===== config.mk =====
export PLATFORM = sky130hd
export DESIGN_NAME = buffer_reader
export DESIGN_NICKNAME = d
export VERILOG_FILES = /design/src/rtl/eyeriss_buf_pkg.sv /design/src/rtl/buffer_addr_gen.sv /design/src/rtl/buffer_reader.sv
export SDC_FILE = /design/constraint.sdc
export NUM_CORES = 1
export LEC_CHECK = 0
export ABC_AREA = 0
export BUFFER_PORTS_ARGS = -buffer_cell sky130_fd_sc_hd__buf_2
export CORE_UTILIZATION = 51
export CTS_CLUSTER_SIZE = 10
export DETAILED_ROUTE_END_ITERATION = 8
export MAX_ROUTING_LAYER = met4
export PLACE_DENSITY = 0.78
export SKIP_CTS_REPAIR_TIMING = 1
export SLEW_MARGIN = 15
export SYNTH_ARGS = -nofsm -noshare
export SYNTH_HDL_FRONTEND = slang
export SYNTH_SLANG_ARGS = --single-unit

===== constraint.sdc =====
create_clock -name clk -period 2.5 [get_ports clk]
set_clock_uncertainty 0.15 [all_clocks]
set_input_delay 0.5 -clock clk [delete_from_list [all_inputs] [get_ports clk]]
set_output_delay 0.5 -clock clk [all_outputs]
set_load 0.01 [all_outputs]

===== src/rtl/eyeriss_buf_pkg.sv =====
// rtl/eyeriss_buf_pkg.sv - shared FSM state type and default sizes for the buffer reader
package eyeriss_buf_pkg;

  localparam int DEF_DATA_WIDTH = 16;
  localparam int DEF_DEPTH      = 16;
  localparam int DEF_LEN_WIDTH  = 8;

  typedef enum logic [1:0] {
    IDLE  = 2'd0,
    READ  = 2'd1,
    DRAIN = 2'd2
  } rd_state_t;

endpackage


===== src/rtl/buffer_addr_gen.sv =====
// rtl/buffer_addr_gen.sv - address register, stride adder and issued-beat counter
module buffer_addr_gen #(
  parameter int ADDR_WIDTH = 4,
  parameter int LEN_WIDTH  = 8
) (
  input  logic                  clk,
  input  logic                  rst,
  input  logic                  load,
  input  logic                  advance,
  input  logic [ADDR_WIDTH-1:0] base,
  input  logic [ADDR_WIDTH-1:0] stride,
  input  logic [LEN_WIDTH-1:0]  length,
  output logic [ADDR_WIDTH-1:0] addr,
  output logic                  last_issue
);

  localparam logic [LEN_WIDTH-1:0] INC     = 1;
  localparam logic [LEN_WIDTH:0]   INC_EXT = 1;

  logic [ADDR_WIDTH-1:0] stride_q;
  logic [LEN_WIDTH-1:0]  len_q;
  logic [LEN_WIDTH-1:0]  issued;

  always_ff @(posedge clk) begin
    if (rst) begin
      addr     <= '0;
      stride_q <= '0;
      len_q    <= '0;
      issued   <= '0;
    end else if (load) begin
      addr     <= base;
      stride_q <= stride;
      len_q    <= length;
      issued   <= '0;
    end else if (advance) begin
      addr   <= addr + stride_q;
      issued <= issued + INC;
    end
  end

  // High while the beat about to be issued is the final one of the command.
  assign last_issue = (({1'b0, issued} + INC_EXT) == {1'b0, len_q});

endmodule


===== src/rtl/buffer_reader.sv =====
// rtl/buffer_reader.sv - strided Buffer reader with registered valid/ready output
// Optional stall counter output enabled by BUFFER_READER_STALL_CNT_EN.
module buffer_reader
  import eyeriss_buf_pkg::*;
#(
  parameter int DATA_WIDTH = DEF_DATA_WIDTH,
  parameter int DEPTH      = DEF_DEPTH,
  parameter int PAR_READ   = 1,
  parameter int ADDR_WIDTH = $clog2(DEPTH),
  parameter int LEN_WIDTH  = DEF_LEN_WIDTH
) (
  input  logic                           clk,
  input  logic                           rst,
  input  logic                           start,
  input  logic [ADDR_WIDTH-1:0]          base_addr,
  input  logic [LEN_WIDTH-1:0]           length,
  input  logic [ADDR_WIDTH-1:0]          stride,
  output logic [ADDR_WIDTH-1:0]          buf_read_addr,
  input  logic [PAR_READ*DATA_WIDTH-1:0] buf_read_data,
  output logic [PAR_READ*DATA_WIDTH-1:0] out_data,
  output logic                           out_valid,
  input  logic                           out_ready,
  output logic                           busy,
  output logic                           done
`ifdef BUFFER_READER_STALL_CNT_EN
  ,
  output logic [15:0]                    stall_cycles
`endif
);

  rd_state_t state, state_nxt;
  logic      primed;
  logic      cmd_load;
  logic      beat_load;
  logic      done_set;
  logic      last_issue;

  buffer_addr_gen #(
    .ADDR_WIDTH (ADDR_WIDTH),
    .LEN_WIDTH  (LEN_WIDTH)
  ) u_addr_gen (
    .clk        (clk),
    .rst        (rst),
    .load       (cmd_load),
    .advance    (beat_load),
    .base       (base_addr),
    .stride     (stride),
    .length     (length),
    .addr       (buf_read_addr),
    .last_issue (last_issue)
  );

  always_ff @(posedge clk) begin
    if (rst) state <= IDLE;
    else     state <= state_nxt;
  end

  always_comb begin
    state_nxt = state;
    cmd_load  = 1'b0;
    beat_load = 1'b0;
    done_set  = 1'b0;
    case (state)
      IDLE: begin
        if (start) begin
          if (length == '0) begin
            done_set = 1'b1;
          end else begin
            cmd_load  = 1'b1;
            state_nxt = READ;
          end
        end
      end
      READ: begin
        if (primed && (!out_valid || out_ready)) begin
          beat_load = 1'b1;
          if (last_issue) state_nxt = DRAIN;
        end
      end
      DRAIN: begin
        if (out_valid && out_ready) begin
          done_set  = 1'b1;
          state_nxt = IDLE;
        end
      end
      default: state_nxt = IDLE;
    endcase
  end

  // First READ cycle only lets the freshly loaded address settle on the Buffer.
  always_ff @(posedge clk) begin
    if (rst) begin
      primed    <= 1'b0;
      out_data  <= '0;
      out_valid <= 1'b0;
      done      <= 1'b0;
    end else begin
      primed <= (state == READ);
      done   <= done_set;
      if (beat_load) begin
        out_data  <= buf_read_data;
        out_valid <= 1'b1;
      end else if (out_valid && out_ready) begin
        out_valid <= 1'b0;
      end
    end
  end

  assign busy = (state != IDLE);

`ifdef BUFFER_READER_STALL_CNT_EN
  always_ff @(posedge clk) begin
    if (rst) begin
      stall_cycles <= '0;
    end else if (state == IDLE && start) begin
      stall_cycles <= '0;
    end else if (out_valid && !out_ready && stall_cycles != 16'hFFFF) begin
      stall_cycles <= stall_cycles + 16'd1;
    end
  end
`endif

endmodule


==> impl_metrics.toml <==
[cells_and_area]
area_growth_pct = 18.9
postLayoutCoreUtil = 0.659
drive_gt1_frac = 0.236
diodes = 0
nets = 353
design_area_um2 = 2500

[synth]
synthCells = 259
synth_most_common_cell = "nand2_1"
ys_seq_elements = 45
synth-edff-count = 0
yosysTopAreaCellShare = 0.428
synth.distinct_cells = 41
yosys.area.top_type = "dfxtp_1"
synthTopCellsByArea = "dfxtp_1, nand2_1, a21oi_1"
syn_area_um2 = 2100
synthArstFlopShare = 0
synth_warnings = 0
synth_top_flop_cell = "dfxtp_1"
yosysSeqAreaShare = 0.428
syn_nets = 300
synth_commonest_cells = "nand2_1, dfxtp_1, a21oi_1"
syn_avg_cell_area_um2 = 8.13

[sta]
setup_tns_ns = 0
fmax_mhz = 500
fin_crit_sh = 0.801
slew_headroom = 0.712
fin_crit_ns = 2.00
finalWorstSetupSlack_ns = 0.498
rsz0062_at_grt = "false"
slew_violations = 0
setup_viol = 0
worst_pin_slew_ns = 0.432
finalHoldViolations = 0

[pwr]
p_seq_frac = 0.511
p_comb_frac = 0.119
power.density_nw_per_um2 = 600
p_clk_frac = 0.370
p_sw_w = 0.000350
p_leak_nw = 1.06
vdd_drop_max_mv = 0.397
cellInternalPower_w = 0.00115
swShare = 0.233

[placement]
io_buffer_count = 58
finalWeightedCongestion = 0.813
place_area_um2 = 2390
place_hpwl_um = 3160
pre_cts_ws_ns = 0.397

[grt]
grt_pass1_vias = 1640
grt_use_total = 0.225
antenna_found_initial = 0
grt_pass1_wl_um = 7310
gr-total-overflow = 0
grt_max_degree = 22

[clocking]
clk_latency_ns = 0.29
clock_path_buffers = 2
cts_tree = "done"
cts_made_buffers = 5
clkSlewWorstSetupHoldPaths_ns = 0.08
cts_max_level = 2
cts_root_buffer = "clkbuf_8"
cts.sinks = 45

[die]
die-area_um2 = 4390
die_h_um = 66.2
rows = 22
fp.dieW_um = 66.2
io-pin-count = 59
start_util = 0.554
coreArea_um2 = 3800

[drt]
drtAntennaViolNets = 0
vias_per_cell = 5.16
drt_iter0_markers = 54
first_pass_iters = 4
routedWlPerCell_um = 11.9
vias = 1862
totalWireLength_um = 4300
drc = 0

[critical_path]
critical_path.max_fanout = 11
worst-endpoint-arrival_ns = 2.04
startpoint_type = "flop"
cp-end-kind = "flop"
cp.required_ns = 2.54
critical_path_class = "flop to flop"

[run]
drv_cap = 0

[hold_path]
hold_class = "input pin to flop"

[run_status]
status = "finished clean"
-- stage by stage --
step	cells	hold slack [ns]	power, W
2_1_floorplan	259	0.290	0.000904
3_3_place_gp	353	0.289	0.000962
3_5_place_dp	353	0.293	0.000964
4_1_cts	361	0.274	0.00152
5_1_grt	361	0.277	0.00159
6_report	361	0.286	0.00150
-- final timing paths --
| check | startpoint | end | slack, ns | cells after the start |
|---|---|---|---|---|
| min reg2reg | out_data[12] | out_data[12] | 0.30 | 2 |
| min | stride[3] | u_addr_gen.stride_q[3] | 0.29 | 3 |
| max reg2reg | u_addr_gen.issued[0] | state[0] | 0.50 | 6 |
| max | u_addr_gen.issued[0] | state[0] | 0.50 | 6 |
-- area by class of cell --
class                   count  area (µm²)
fillers                   342        1300
inverters                   5        18.8
multi-input cells         193        1090
clock buffers               7        86.3
flip-flops and latches     45         901
repair buffers             62         320
clock inverters             1        30.0
well taps                  48        60.1
-- sequential cells by signal (all words and copies together) (netlist names) --
register             count
state                    2
u_addr_gen.issued        8
primed                   1
out_valid                1
out_data                16
u_addr_gen.addr          4
u_addr_gen.stride_q      4
done                     1
u_addr_gen.len_q         8
-- layer usage --
metal | track usage | wire length, µm | up-vias
met2 | 0.366 | 2150 | 25
met3 | 0.0569 | 104 | 4
met4 | 0.0718 | 34 | 0
met1 | 0.271 | 2020 | 855
met5 | - | 0 | -
li1 | - | - | 978
-- worst max-delay path, stage by stage (launching register included) --
cell and delay [ns]:
dfxtp_1 0.47, ha_1 0.42, nand2b_1 0.12, nor4b_1 0.26, nor4_1 0.08, o21a_1 0.22, o21ba_1 0.18
-- power groups by stage --
stage | combinational (W) | clock, W | sequential [W]
finish | 0.000178 | 0.000556 | 0.000768
global route | 0.000203 | 0.000611 | 0.000773
CTS | 0.000181 | 0.000575 | 0.000768
detailed placement | 0.000179 | 0 | 0.000785
global placement | 0.000177 | 0 | 0.000785
floorplan | 0.000116 | 0 | 0.000788
-- logic make-up after synthesis --
| logic type | Yosys count | share of synthesized area |
|---|---|---|
| AO/OA/AOI/OAI | 55 | 0.155 |
| adder cells (fa/ha/maj) | 5 | 0.0333 |
| flip-flops | 45 | 0.428 |
| XOR/XNOR | 18 | 0.0749 |
| AND/OR/NAND/NOR | 115 | 0.253 |
| buffers and inverters | 21 | 0.0559 |
-- layout by cell type, fill, tap and decap left out, types with 4 or more instances in the layout --
cell      instances
nor2_1           13
xnor2_1           8
dfxtp_1          45
o21ai_0           5
nand4_1           4
nand3_1           8
buf_4             4
ha_1              4
buf_2            58
nand2_1          67
clkbuf_8          6
xor2_1           10
a21oi_1          34
nor4_1            4
inv_1             5
Power figures use the tool's default switching activity.
